<file path="config.mk">
export PLATFORM = sky130hd
export DESIGN_NAME = psum_collector_flat
export DESIGN_NICKNAME = d
export VERILOG_FILES = /design/src/rtl/psum_collector_if.sv /design/src/rtl/psum_collector.sv /design/src/flat_wrapper.sv
export SDC_FILE = /design/constraint.sdc
export NUM_CORES = 1
export LEC_CHECK = 0
export BUFFER_PORTS_ARGS = -buffer_cell sky130_fd_sc_hd__buf_2
export CAP_MARGIN = 15
export CORE_UTILIZATION = 30
export CTS_BUF_LIST = sky130_fd_sc_hd__clkbuf_8
export CTS_CLUSTER_DIAMETER = 120
export DETAILED_ROUTE_END_ITERATION = 6
export SLEW_MARGIN = 20
export SYNTH_ARGS = -nofsm -noshare
export SYNTH_HDL_FRONTEND = slang
export SYNTH_SLANG_ARGS = --single-unit
export TNS_END_PERCENT = 5
</file>
<file path="constraint.sdc">
create_clock -name clk -period 9.03 [get_ports clk]
set_input_delay 1.806 -clock clk [delete_from_list [all_inputs] [get_ports clk]]
set_output_delay 1.806 -clock clk [all_outputs]
set_load 0.1 [all_outputs]
</file>
<file path="src/rtl/psum_collector_if.sv">
`default_nettype none
// ---------------------------------------------------------------------------
// psum_collector_if : PE-array psum capture and buffer drain handshake bundle
// Revision: 1.0
// ---------------------------------------------------------------------------
interface psum_collector_if #(
    parameter int BIT_WIDTH  = 8,
    parameter int NUM_KERNEL = 4
);
    logic [BIT_WIDTH*NUM_KERNEL-1:0] i_psum;
    logic [NUM_KERNEL-1:0]           i_psum_val;
    logic [BIT_WIDTH*NUM_KERNEL-1:0] o_data;
    logic                            o_data_val;
    logic                            i_data_rdy;
    logic                            o_stall;

    modport slave (
        input  i_psum, i_psum_val, i_data_rdy,
        output o_data, o_data_val, o_stall
    );

    modport master (
        output i_psum, i_psum_val, i_data_rdy,
        input  o_data, o_data_val, o_stall
    );
endinterface
`default_nettype wire

</file>
<file path="src/rtl/psum_collector.sv">
`default_nettype none
// ---------------------------------------------------------------------------
// psum_collector : captures complete PE-array psum words into a FIFO, drains
//                  them downstream, stalls upstream near full, keeps stats.
// Revision: 1.0
// ---------------------------------------------------------------------------
module psum_collector #(
    parameter int BIT_WIDTH  = 8,
    parameter int NUM_KERNEL = 4,
    parameter int REG_WIDTH  = 32,
    parameter int FIFO_DEPTH = 8,
    parameter int LVL_WIDTH  = 4
) (
    input  wire logic                 clk,
    input  wire logic                 rst,
    input  wire logic                 i_clr,
    psum_collector_if.slave           bus,
    output logic [LVL_WIDTH-1:0]      o_level,
    output logic [REG_WIDTH-1:0]      o_word_cnt,
    output logic [REG_WIDTH-1:0]      err_psum_val
);
    localparam int WORD_W = BIT_WIDTH * NUM_KERNEL;
    localparam int PTR_W  = LVL_WIDTH - 1;
    localparam logic [LVL_WIDTH-1:0] C_FULL_LVL  = LVL_WIDTH'(FIFO_DEPTH);
    localparam logic [LVL_WIDTH-1:0] C_STALL_LVL = LVL_WIDTH'(FIFO_DEPTH - 2);

    logic [WORD_W-1:0]    r_mem [FIFO_DEPTH];
    logic [PTR_W-1:0]     r_wr_ptr;
    logic [PTR_W-1:0]     r_rd_ptr;
    logic [LVL_WIDTH-1:0] r_level;
    logic [REG_WIDTH-1:0] r_word_cnt;
    logic [15:0]          r_drop_cnt;
    logic                 r_err_part;
    logic                 r_err_ovf;

    logic w_complete;
    logic w_partial;
    logic w_full;
    logic w_pop;
    logic w_push;
    logic w_ovf;

    assign w_complete = &bus.i_psum_val;
    assign w_partial  = (|bus.i_psum_val) & ~w_complete;
    assign w_full     = (r_level == C_FULL_LVL);
    assign w_pop      = bus.o_data_val & bus.i_data_rdy;
    // A full FIFO can still take a word when the head leaves in the same cycle.
    assign w_push     = w_complete & (~w_full | w_pop);
    assign w_ovf      = w_complete & ~w_push;

    always_ff @(posedge clk) begin
        if (w_push) begin
            r_mem[r_wr_ptr] <= bus.i_psum;
        end
    end

    always_ff @(posedge clk or negedge rst) begin
        if (!rst) begin
            r_wr_ptr <= '0;
            r_rd_ptr <= '0;
            r_level  <= '0;
        end else begin
            if (w_push) r_wr_ptr <= r_wr_ptr + PTR_W'(1);
            if (w_pop)  r_rd_ptr <= r_rd_ptr + PTR_W'(1);
            case ({w_push, w_pop})
                2'b10:   r_level <= r_level + LVL_WIDTH'(1);
                2'b01:   r_level <= r_level - LVL_WIDTH'(1);
                default: r_level <= r_level;
            endcase
        end
    end

    always_ff @(posedge clk or negedge rst) begin
        if (!rst) begin
            r_word_cnt <= '0;
            r_drop_cnt <= '0;
            r_err_part <= 1'b0;
            r_err_ovf  <= 1'b0;
        end else if (i_clr) begin
            r_word_cnt <= '0;
            r_drop_cnt <= '0;
            r_err_part <= 1'b0;
            r_err_ovf  <= 1'b0;
        end else begin
            if (w_push)    r_word_cnt <= r_word_cnt + REG_WIDTH'(1);
            if (w_partial) r_err_part <= 1'b1;
            if (w_ovf) begin
                r_err_ovf <= 1'b1;
                if (r_drop_cnt != 16'hFFFF) r_drop_cnt <= r_drop_cnt + 16'd1;
            end
        end
    end

    assign bus.o_data     = r_mem[r_rd_ptr];
    assign bus.o_data_val = (r_level != '0);
    assign bus.o_stall    = (r_level >= C_STALL_LVL);
    assign o_level        = r_level;
    assign o_word_cnt     = r_word_cnt;
    assign err_psum_val   = {r_drop_cnt, {(REG_WIDTH-18){1'b0}}, r_err_ovf, r_err_part};
endmodule
`default_nettype wire

</file>
<file path="src/flat_wrapper.sv">
// flat-port wrapper written by rule: the top's interface ports become plain ports
module psum_collector_flat 
#(
    parameter int BIT_WIDTH  = 8,
    parameter int NUM_KERNEL = 4,
    parameter int REG_WIDTH  = 32,
    parameter int FIFO_DEPTH = 8,
    parameter int LVL_WIDTH  = 4
)
  (clk, rst, i_clr, o_level, o_word_cnt, err_psum_val, bus_i_psum, bus_i_psum_val, bus_i_data_rdy, bus_o_data, bus_o_data_val, bus_o_stall);
  psum_collector_if #(.BIT_WIDTH(BIT_WIDTH), .NUM_KERNEL(NUM_KERNEL)) bus_i ();
  input  wire logic clk;
  input  wire logic rst;
  input  wire logic i_clr;
  output logic [LVL_WIDTH-1:0] o_level;
  output logic [REG_WIDTH-1:0] o_word_cnt;
  output logic [REG_WIDTH-1:0] err_psum_val;
  input wire logic [$bits(bus_i.i_psum)-1:0] bus_i_psum;
  input wire logic [$bits(bus_i.i_psum_val)-1:0] bus_i_psum_val;
  input wire logic [$bits(bus_i.i_data_rdy)-1:0] bus_i_data_rdy;
  output wire logic [$bits(bus_i.o_data)-1:0] bus_o_data;
  output wire logic [$bits(bus_i.o_data_val)-1:0] bus_o_data_val;
  output wire logic [$bits(bus_i.o_stall)-1:0] bus_o_stall;
  assign bus_i.i_psum = bus_i_psum;
  assign bus_i.i_psum_val = bus_i_psum_val;
  assign bus_i.i_data_rdy = bus_i_data_rdy;
  assign bus_o_data = bus_i.o_data;
  assign bus_o_data_val = bus_i.o_data_val;
  assign bus_o_stall = bus_i.o_stall;
  psum_collector #(.BIT_WIDTH(BIT_WIDTH), .NUM_KERNEL(NUM_KERNEL), .REG_WIDTH(REG_WIDTH), .FIFO_DEPTH(FIFO_DEPTH), .LVL_WIDTH(LVL_WIDTH)) u_core (.clk(clk), .rst(rst), .i_clr(i_clr), .bus(bus_i), .o_level(o_level), .o_word_cnt(o_word_cnt), .err_psum_val(err_psum_val));
endmodule
</file>
==> flow_metrics.env <==
export IMPL_dp_hpwl_mm=15.8
export IMPL_io_buffers=127
export IMPL_cts_setup_buffers=0
export IMPL_drtIter0Drc=357
export IMPL_crit_type="reg -> out"
export IMPL_p_leak_nw=5.44
export IMPL_setup_viol=0
export IMPL_period_minus_slack_ns=4.97
export IMPL_maxSlewViolCount=0
export IMPL_grt_max_degree=61
export IMPL_cp_end_kind="output port"
export IMPL_layout_drive_gt1_share=0.368
export IMPL_cp_arrival_ns=3.16
export IMPL_ctsResizeCount=0
export IMPL_cts_hold_buf=0
export IMPL_clock_skew_ns=0.0340
export IMPL_io_pins=142
export IMPL_rsz0062_at_grt="false"
export IMPL_via_per_inst=4.70
export IMPL_ys_flop_type="edfxtp_1"
export IMPL_total_power_w=0.00480
export IMPL_cap_violations=0
export IMPL_final_common_cell="edfxtp_1"
export IMPL_ys_ff_latch=316
export IMPL_required_ns=7.22
export IMPL_slew_headroom=0.282
export IMPL_postRouteAntennaNets=0
export IMPL_hold_violations=0
export IMPL_synth_edf_count=256
export IMPL_status="finished clean"
export IMPL_period_share=0.550
export IMPL_nNetsFinal=919
export IMPL_rows=75
export IMPL_synthToLayoutAreaGrowth_pct=18.2
export IMPL_syn_cell_area_mm2=0.0129
export IMPL_final_cell_mix="256 x edfxtp_1, 127 x buf_2, 64 x mux4_2"
export IMPL_vias=6821
export IMPL_drc=0
export IMPL_wirelength_mm=27.7
export IMPL_cts_path_max_buffers=3
export IMPL_peakVddDrop_mv=0.201
export IMPL_fp_coreArea_mm2=0.0421
export IMPL_placedCellCount=1356
export IMPL_cts_inserted_buffers=53
export IMPL_place_gp_congestion=0.739
export IMPL_cts_max_level=2
export IMPL_syn_inst=707
export IMPL_root_buffer="clkbuf_8"
export IMPL_chipWidth_um=209
export IMPL_diodes=0
export IMPL_critPathLaunchType="flop"
export IMPL_postSynthAreaPerCell_um2=18.2
export IMPL_drt_pass1_iter_count=4
export IMPL_setup_tns_ns=0
export IMPL_worst_pin_slew_ns=1.07
export IMPL_grt_pass1_vias=7221
export IMPL_grt_total_usage=0.130
export IMPL_clock_sinks=316
export IMPL_p_per_area_mw_per_mm2=316
export IMPL_wire_per_inst_um=19.1
export IMPL_die_height_um=209
export IMPL_synth_cell_types=46
export IMPL_ys_seq_area_frac=0.715
export IMPL_grt_pass1_wl_mm=43.0
export IMPL_cts_tree="done"
export IMPL_grt_ovfl_total=0
export IMPL_yosysWarnings=0
export IMPL_cp_max_fo=51
export IMPL_fin_ws_ns=4.06
export IMPL_clk_pin_slew_ns=0.06
export IMPL_async_flop_share=0.190
export IMPL_clkLatencyLatePin_ns=0.62
export IMPL_antenna_found_initial=3
export IMPL_start_util=0.305
export IMPL_holdWs_ns=0.497
export IMPL_finalNonFillerCells=1452
export IMPL_holdCritPathClass="reg -> reg"
export IMPL_dieArea_mm2=0.0437
export IMPL_pre_cts_ws_ns=4.27
export IMPL_fmax_mhz=201
[final timing paths]
check,startpoint,endpoint,slack (ns),cells after the start
setup / recovery,u_core.r_rd_ptr[0],bus_o_data[15],4.06,4
hold / removal,u_core.r_err_ovf,u_core.r_err_ovf,0.50,2
setup reg to reg,u_core.o_level[3],u_core.r_mem[1][8],5.96,4
hold reg to reg,u_core.r_err_ovf,u_core.r_err_ovf,0.50,2
max in group asynchronous,rst,u_core.r_rd_ptr[2],7.09,2
min in group asynchronous,rst,u_core.r_drop_cnt[0],1.35,2
[sequential cells by signal, indices dropped and copies added (netlist names)]
| name | flops |
|---|---|
| u_core.o_level | 4 |
| u_core.o_word_cnt | 32 |
| u_core.r_drop_cnt | 16 |
| u_core.r_err_ovf | 1 |
| u_core.r_err_part | 1 |
| u_core.r_mem | 256 |
| u_core.r_rd_ptr | 3 |
| u_core.r_wr_ptr | 3 |
[cells by family after synthesis]
logic type / share of synthesized area
and+or+nand+nor: 0.0606
buffers and inverters: 0.0219
AOI/OAI and AO/OA: 0.0183
xor gates and xnor gates: 0.0327
DFF: 0.715
other: 0.000292
adders and majority gates: 0.00740
muxes: 0.144
[metal layers]
| metal | global-route usage | part of all wire |
|---|---|---|
| met5 | 0 | 0.0014 |
| met4 | 0.0398 | 0.019 |
| met2 | 0.205 | 0.47 |
| met3 | 0.0400 | 0.059 |
| met1 | 0.171 | 0.45 |
[worst max-delay path, cell delays in order, from the launching register on]
cell and delay, ns:
dfrtp_4 0.65, buf_6 0.65, mux4_2 0.60, mux2_2 0.31, buf_2 0.30
[cells in the mapped netlist, types with 3 or more instances]
cell,instances,area share
edfxtp_1,256,0.60
mux4_2,64,0.11
dfrtp_1,60,0.12
nor2_1,52,0.015
mux2_2,34,0.030
xor2_1,27,0.018
nand3_1,24,0.0093
xnor2_1,21,0.014
nand2_1,19,0.0055
buf_4,18,0.011
clkbuf_1,17,0.0050
nand4_1,17,0.0083
a21oi_1,11,0.0043
buf_2,9,0.0035
inv_1,7,0.0020
ha_1,6,0.0058
nor4_1,6,0.0029
and3_1,5,0.0024
and4_1,5,0.0034
nor3_1,5,0.0019
a211oi_1,3,0.0018
and2_1,3,0.0015
buf_1,3,0.00088
mux2i_1,3,0.0023
o21ai_0,3,0.0012
or3_1,3,0.0015
[power breakdown]
group	switching, W	internal, W	total, W
sequential	0.0000927	0.00163	0.00172
combinational	0.00133	0.000495	0.00183
clock	0.000572	0.000686	0.00126
[per-stage QoR]
stage,cell area (µm²),utilization
2_1_floorplan,12900,-
3_3_place_gp,14100,0.336
3_5_place_dp,14100,0.336
4_1_cts,15200,0.361
5_1_grt,15200,0.361
6_report,15200,0.361
[layout make-up]
| class | count | area, µm² |
|---|---|---|
| multi-input cells | 350 | 3480 |
| inverters | 7 | 26.3 |
| clock inverters | 37 | 245 |
| clock buffers | 59 | 812 |
| fillers | 3963 | 26900 |
| well taps | 539 | 674 |
| flip-flops and latches | 316 | 9200 |
| repair buffers | 144 | 767 |
No activity file was read; power rests on OpenSTA's default activity.
